**src/rtl/reg_dump_pkg.sv**
```systemverilog
// ============================================================================
// reg_dump_pkg
// Shared types and constants for the register dump unit: FSM state encoding,
// the PC word tag and MIPS register-number aliases.
// Optional feature macro: REG_DUMP_PC_EN (adds the PC_SEND state).
// Revision: 1.0 - initial release
// ============================================================================
`default_nettype none

package reg_dump_pkg;

  // Width of a register number and of an output word tag.
  localparam int REG_NUM_W = 5;
  localparam int TAG_W     = 6;

  // Raw state encodings, kept as plain constants for legacy tools and
  // waveform decoders that expect fixed numeric values.
  localparam logic [2:0] S_IDLE    = 3'd0;
  localparam logic [2:0] S_LOAD    = 3'd1;
  localparam logic [2:0] S_SEND    = 3'd2;
  localparam logic [2:0] S_DONE    = 3'd3;
`ifdef REG_DUMP_PC_EN
  localparam logic [2:0] S_PC_SEND = 3'd4;
`endif

  // FSM state type; values pinned to the raw encodings above.
  typedef enum logic [2:0] {
    ST_IDLE    = S_IDLE,
    ST_LOAD    = S_LOAD,
    ST_SEND    = S_SEND,
`ifdef REG_DUMP_PC_EN
    ST_PC_SEND = S_PC_SEND,
`endif
    ST_DONE    = S_DONE
  } dump_state_e;

  // Tag value used for the program-counter word.
  localparam logic [TAG_W-1:0] PC_INDEX = 6'd32;

  // MIPS register-number aliases.
  localparam logic [REG_NUM_W-1:0] REG_T0 = 5'd8;
  localparam logic [REG_NUM_W-1:0] REG_S0 = 5'd16;
  localparam logic [REG_NUM_W-1:0] REG_S7 = 5'd23;

  // Builds a word tag from a register number (register tags never set bit 5).
  function automatic logic [TAG_W-1:0] reg_tag(input logic [REG_NUM_W-1:0] reg_num);
    return {1'b0, reg_num};
  endfunction

endpackage : reg_dump_pkg

`default_nettype wire

```
**src/rtl/reg_dump_unit.sv**
```systemverilog
// ============================================================================
// reg_dump_unit
// Walks register numbers FIRST_REG..LAST_REG through the register file's
// combinational read port and streams each value out over a valid/ready
// interface, optionally preceded by the captured program counter.
// Optional feature macro: REG_DUMP_PC_EN (emit a PC word, tag 32, first).
// Revision: 1.0 - initial release
// ============================================================================
`default_nettype none

module reg_dump_unit
  import reg_dump_pkg::*;
#(
  parameter int FIRST_REG = 8,
  parameter int LAST_REG  = 23
) (
  input  logic                 clock,
  input  logic                 reset,
  input  logic                 dump_req,
  input  logic [31:0]          pc_in,
  output logic [REG_NUM_W-1:0] rf_addr,
  input  logic [31:0]          rf_data,
  output logic                 out_valid,
  input  logic                 out_ready,
  output logic [TAG_W-1:0]     out_index,
  output logic [31:0]          out_data,
  output logic                 busy,
  output logic                 done
);

  // Reject illegal register ranges while elaborating.
  generate
    if ((FIRST_REG < 0) || (FIRST_REG > 31) ||
        (LAST_REG  < 0) || (LAST_REG  > 31) ||
        (FIRST_REG > LAST_REG)) begin : g_bad_range
      $error("reg_dump_unit: illegal register range FIRST_REG=%0d LAST_REG=%0d",
             FIRST_REG, LAST_REG);
    end
  endgenerate

  localparam logic [REG_NUM_W-1:0] FIRST_IDX = FIRST_REG[REG_NUM_W-1:0];
  localparam logic [REG_NUM_W-1:0] LAST_IDX  = LAST_REG[REG_NUM_W-1:0];

  dump_state_e          state;
  dump_state_e          state_nxt;
  logic [REG_NUM_W-1:0] index;
  logic                 handshake;
  logic                 at_last;

  assign handshake = out_valid && out_ready;
  assign at_last   = (index == LAST_IDX);

`ifndef REG_DUMP_PC_EN
  // PC is not part of the dump in this build; fold it into a sink.
  logic pc_in_unused;
  assign pc_in_unused = ^pc_in;
`endif

  // Next-state selection; LOAD always lasts a single cycle.
  always_comb begin
    state_nxt = state;
    case (state)
      ST_IDLE: begin
        if (dump_req) begin
`ifdef REG_DUMP_PC_EN
          state_nxt = ST_PC_SEND;
`else
          state_nxt = ST_LOAD;
`endif
        end
      end
`ifdef REG_DUMP_PC_EN
      ST_PC_SEND: begin
        if (handshake) begin
          state_nxt = ST_LOAD;
        end
      end
`endif
      ST_LOAD: begin
        state_nxt = ST_SEND;
      end
      ST_SEND: begin
        if (handshake) begin
          state_nxt = at_last ? ST_DONE : ST_LOAD;
        end
      end
      ST_DONE: begin
        state_nxt = ST_IDLE;
      end
      default: begin
        state_nxt = ST_IDLE;
      end
    endcase
  end

  // State register; reset aborts any dump in progress.
  always_ff @(posedge clock) begin
    if (reset) begin
      state <= ST_IDLE;
    end else begin
      state <= state_nxt;
    end
  end

  // Register-number counter driving the register file read address.
  always_ff @(posedge clock) begin
    if (reset) begin
      index <= FIRST_IDX;
    end else begin
      case (state)
        ST_IDLE: begin
          if (dump_req) begin
            index <= FIRST_IDX;
          end
        end
`ifdef REG_DUMP_PC_EN
        ST_PC_SEND: begin
          if (handshake) begin
            index <= FIRST_IDX;
          end
        end
`endif
        ST_SEND: begin
          // Never increments past LAST_IDX, so the 5-bit counter cannot wrap.
          if (handshake && !at_last) begin
            index <= index + 5'd1;
          end
        end
        default: begin
          index <= index;
        end
      endcase
    end
  end

  // Output word register: loaded in LOAD (or on request for the PC word),
  // held unchanged until the consumer accepts it.
  always_ff @(posedge clock) begin
    if (reset) begin
      out_valid <= 1'b0;
      out_index <= '0;
      out_data  <= '0;
    end else begin
      case (state)
`ifdef REG_DUMP_PC_EN
        ST_IDLE: begin
          if (dump_req) begin
            out_valid <= 1'b1;
            out_index <= PC_INDEX;
            out_data  <= pc_in;
          end
        end
        ST_PC_SEND: begin
          if (handshake) begin
            out_valid <= 1'b0;
          end
        end
`endif
        ST_LOAD: begin
          out_valid <= 1'b1;
          out_index <= reg_tag(index);
          out_data  <= rf_data;
        end
        ST_SEND: begin
          if (handshake) begin
            out_valid <= 1'b0;
          end
        end
        default: begin
          out_valid <= out_valid;
        end
      endcase
    end
  end

  assign rf_addr = index;
  assign busy    = (state != ST_IDLE);
  assign done    = (state == ST_DONE);

endmodule : reg_dump_unit

`default_nettype wire

```
**config.mk**
```make
export PLATFORM = sky130hd
export DESIGN_NAME = reg_dump_unit
export DESIGN_NICKNAME = d
export VERILOG_FILES = /design/src/rtl/reg_dump_pkg.sv /design/src/rtl/reg_dump_unit.sv
export SDC_FILE = /design/constraint.sdc
export NUM_CORES = 1
export LEC_CHECK = 0
export CAP_MARGIN = 40
export CORE_MARGIN = 1.5
export CORE_UTILIZATION = 31
export DETAILED_ROUTE_END_ITERATION = 16
export GPL_TIMING_DRIVEN = 0
export PLACE_DENSITY = 0.69
export SLEW_MARGIN = 20
export SYNTH_ARGS = -nofsm -noshare
export SYNTH_HDL_FRONTEND = slang
export SYNTH_SLANG_ARGS = --single-unit
```
**constraint.sdc**
```tcl
create_clock -name clock -period 2.6 [get_ports clock]
set_clock_uncertainty 0.05 [all_clocks]
set_input_delay 0.39 -clock clock [delete_from_list [all_inputs] [get_ports clock]]
set_output_delay 0.39 -clock clock [all_outputs]
set_load 0.02 [all_outputs]
```
After elaboration in Yosys (flattened, before gate mapping). Index checks and enable logic that the tools add are counted.

Word-level logic and storage cells: 32. Input bits: 68. Register bits: 46. Output and inout port bits: 46.

Add/subtract/negate cells: 1. Reductions and logical operators: 10. Mux-type cells: 9. Equal/unequal tests: 7.

Operators with widths (count): 5-bit two-way mux (2); 5-bit case mux with 2 select lines (1); 3-bit case mux with 3 select lines (1); 3-bit by 2-bit == test with 1-bit output, second input constant (2); 3-bit two-way mux (2); 2-bit != test, second input constant (3); 5-bit by 1-bit adder with 5-bit output, second input constant (1); 5-bit == test, second input constant (1); 2-bit AND reduction (2); 2-bit nonzero test (2); 3-bit by 1-bit == test with 1-bit output, second input constant (1); 3-bit logical NOT (1); 3-bit AND reduction (1); 3-bit nonzero test (1); 1-bit logical AND (2); 2-bit two-way mux (1); 1-bit case mux with 2 select lines (1); 1-bit logical NOT (1); 1-bit two-way mux (1).

Longest topological paths before layout.
Word-level depth: 5. Depth in mapped cells: 5. Depth with buffers taken out: 5.

Worst setup path before layout. Ideal clock, no wire load.

Path kind: register -> register. Start point: reg index[0], in the netlist rf_addr[0]. End point: reg index[3], in the netlist rf_addr[3]. Stages on the path, launching flop included: 6. Arrival: 1516 ps. Period minus slack after synthesis: 1629 ps. Slack: 971 ps. Data required time: 2488 ps. Path through: dfxtp_1 > ha_1 > nor2b_1 > and4_4 > or4_1 > nand3_1.

Word-level cells in the longest chain between the ends: 5.

Ends and longest elaborated chain: start, declared (RTL line reg_dump_unit.sv:46) `logic [REG_NUM_W-1:0] index;`; start signal, assigned (RTL line reg_dump_unit.sv:126) `index <= index + 5'd1;`; start signal, assigned (RTL line reg_dump_unit.sv:130) `index <= index;`; parallel branches: the longest is 5 deep, another holds 5-bit by 1-bit adder with 5-bit output.

Parallel ways; which one is timed is not known. The select of a mux whose other input is x is not followed. A chain may end at the register's enable or synchronous reset.

Worst setup path in the final report.
Start point: reg state[0]. End point: out done.

Word-level cells in the longest chain between the ends: 1.

Ends and longest elaborated chain: start, declared (RTL line reg_dump_unit.sv:44) `dump_state_e state;`; start signal, assigned (RTL line reg_dump_unit.sv:101) `state <= state_nxt;`; 3-bit by 2-bit == test with 1-bit output (RTL line reg_dump_unit.sv:178) `assign done = (state == ST_DONE);`; end, declared (RTL line reg_dump_unit.sv:28) `output logic done`.

Every way passes these cells.

==> flow_summary.ini <==
[grt]
met1_usage_pct = 18.3
top_usage_layer = met2
grt_usage_pct = 14.5
grt_pass1_vias = 1483
grt_pass1_wl_mm = 6.84
antenna_found_initial = 0
gr-total-overflow = 0
grt_use_met3_pct = 4.07
grt_util_met2_pct = 23.6
grt_max_degree = 14

[critical_path]
critPathBufInv = 1
cpPeakStageDelay_ns = 0.61
ff2ff_setup_slack_ns = 0.97
cp_data_arrival_time_ns = 1.51
criticalPathCategory = flop to primary output
crit_required_ns = 2.16
slowest_stage = clkdlybuf4s50_1
cp-end-kind = primary output
path_delay_family = buffers and inverters
path_cells = and2_2 > clkdlybuf4s50_1
critPathLaunchType = flop
cp_max_fo = 7

[placement]
dp_hpwl_mm = 3.06
io_buffers = 79
dp.cells = 356
preCtsSetupSlack_ns = 0.605
gp_congestion = 0.717

[layout]
fin_nets = 362
num-fill-cells = 500
final_util_pct = 51.2
diodes = 0
layout.cells.non_filler = 363
synthToLayoutAreaGrowth_pct = 57.6
layout-drive-gt1-share_pct = 7.85

[clocking]
hold_buffers = 0
numCtsBuffers = 5
cts_resized = 0
clkLatencyLatePin_ns = 0.29
clkTransAtPathRegs_ns = 0.08
cts.sinks = 45
clock-root-buffer = clkbuf_8
clk_path_buf_depth = 2
post-cts-setup-buffers = 0
cts-htree-levels = 2
cts_tree = yes

[timing]
min_period_ns = 1.95
rsz0062_at_grt = no
final.setup.tns_ns = 0
fmax_ghz = 0.514
fin_ws_ns = 0.654
hold_viol = 0
setup_viol = 0
drv_slew = 0
timing.final.crit_share_pct = 74.9

[floorplanning]
coreArea_mm2 = 0.00517
die_height_um = 76.6
dieArea_mm2 = 0.00587
die-width_um = 76.6
start_util_pct = 32.5
row_count = 26
ioPinCount = 114

[pwr]
p_int_w = 0.00107
pwr-share-clk_pct = 30.2
switching_share_pct = 25.9
pwr-share-seq_pct = 51.5
power.switching_w = 0.000372
combPwrFrac_pct = 18.3
power_density_mw_per_mm2 = 543
vdd_ir_drop_max_mv = 0.217
p_leak_nw = 0.929

[detailed_routing]
ant_nets = 0
viasPerCell = 4.52
drt-initial-drc-count = 52
drcViolationCount = 0
wirelength_mm = 4.24
num_vias = 1642
wl_per_cell_um = 11.7
drt-pass1-iter-count = 5

[yosys]
ys_warn_count = 0
synth_cell_type_count = 30
syn_area_mm2 = 0.00168
ys_ff_latch = 45
synth_nets = 276
yosysSeqAreaShare_pct = 53.6
avgSynthCellArea_um2 = 8.12
synth_cells = 207
yosysTopAreaCell = dfxtp_1
synth.top_cell.area_share_pct = 53.6
synthTopCellsByArea = dfxtp_1 (54%), nand2_1 (17%), a21oi_1 (12%)

[worst_hold_path]
hp-class = primary input to flop

[outcome]
status = complete, no violations

[run]
drv_cap = 0
-- worst register-to-register path, cell delays in order, from the launching register on --
cell	delay [ns]
dfxtp_1	0.36
ha_1	0.25
nor2b_1	0.14
and4_4	0.22
or4_1	0.46
nand3_1	0.09
-- cell type report --
cell class                 instances  area [um^2]  area share, %
sequential                        45          901           34.0
timing repair buffer              79          791           29.9
multi-input combinational        148          708           26.7
tap                               70         87.6           3.31
clock buffer                       6         82.6           3.12
buffer                            14         71.3           2.69
clock inverter                     1         7.51          0.283
-- cell usage in the layout, fill, tap and decap left out, types with 2 or more instances in the layout --
| cell type | count |
|---|---|
| clkdlybuf4s50_1 | 79 |
| nand2_1 | 75 |
| dfxtp_1 | 45 |
| a21oi_1 | 40 |
| clkbuf_8 | 7 |
| clkbuf_1 | 6 |
| nor2_1 | 6 |
| buf_2 | 4 |
| or2_2 | 3 |
| o21ai_0 | 3 |
| buf_1 | 2 |
| nand3_1 | 2 |
| a211oi_1 | 2 |
-- cell usage after synthesis --
library cell and instances:
nor3b_2 1, buf_4 1, a21oi_1 40, nand2_1 75, nor2b_1 1, conb_1 1
nor2b_2 1, a211oi_1 2, or4_1 1, or2_2 3, xor2_1 1, o21ai_0 3
and2b_2 1, or2b_2 1, clkbuf_1 6, nor2_2 1, and4_4 1, and4b_1 1
nand4b_1 1, and2_2 1, nor2_1 6, nand3_1 2, a311oi_1 1, clkbuf_8 1
or3_1 1, ha_1 1, buf_1 2, dfxtp_1 45, buf_2 4, o2111ai_1 1
-- sequential cells by signal (all words and copies together) (netlist names) --
register   count
state          2
out_index      5
rf_addr        5
out_valid      1
out_data      32
-- logic make-up after synthesis --
| kind of cell | after synthesis | synth area share, % |
|---|---|---|
| AO/OA/AOI/OAI | 47 | 14.7 |
| flip-flops | 45 | 53.6 |
| AND/OR/NAND/NOR | 98 | 25.9 |
| adder cells (fa/ha/maj) | 1 | 0.744 |
| other | 1 | 0.223 |
| XOR/XNOR | 1 | 0.521 |
| buffers and inverters | 14 | 4.24 |
-- metrics by stage --
| step | total power [W] | area, um^2 | hold slack (ns) |
|---|---|---|---|
| after global placement | 0.00102 | 2560 | 0.393 |
| after floorplan | 0.000883 | 1680 | 0.432 |
| after CTS | 0.00146 | 2650 | 0.245 |
| after global routing | 0.00151 | 2650 | 0.242 |
| after detailed placement | 0.00102 | 2560 | 0.396 |
| final | 0.00144 | 2650 | 0.251 |
-- layer usage --
metal  wire length [um]  share of wire, %
met2               1950                46
met3                267               6.3
met1               1980                47
met5                  0                 0
met4                 44               1.0
-- power by group through the flow --
stage / Combinational (W) / Clock (W) / Sequential [W]
floorplan: 0.0000914 / 0 / 0.000792
global placement: 0.000265 / 0 / 0.000756
detailed placement: 0.000266 / 0 / 0.000757
CTS: 0.000267 / 0.000453 / 0.000740
global route: 0.000285 / 0.000480 / 0.000746
finish: 0.000263 / 0.000434 / 0.000740
-- worst paths after layout --
path,from,endpoint,cells after the start
max,state[0]$_SDFFE_PP0P_,done,2
min,reset,out_valid$_SDFFE_PP0P_,2
max reg2reg,rf_addr[0]$_SDFFE_PP0P_,rf_addr[3]$_SDFFE_PP1P_,5
min reg2reg,out_index[3]$_SDFFE_PP0P_,out_index[3]$_SDFFE_PP0P_,2
No activity file was read; power rests on OpenSTA's default activity.
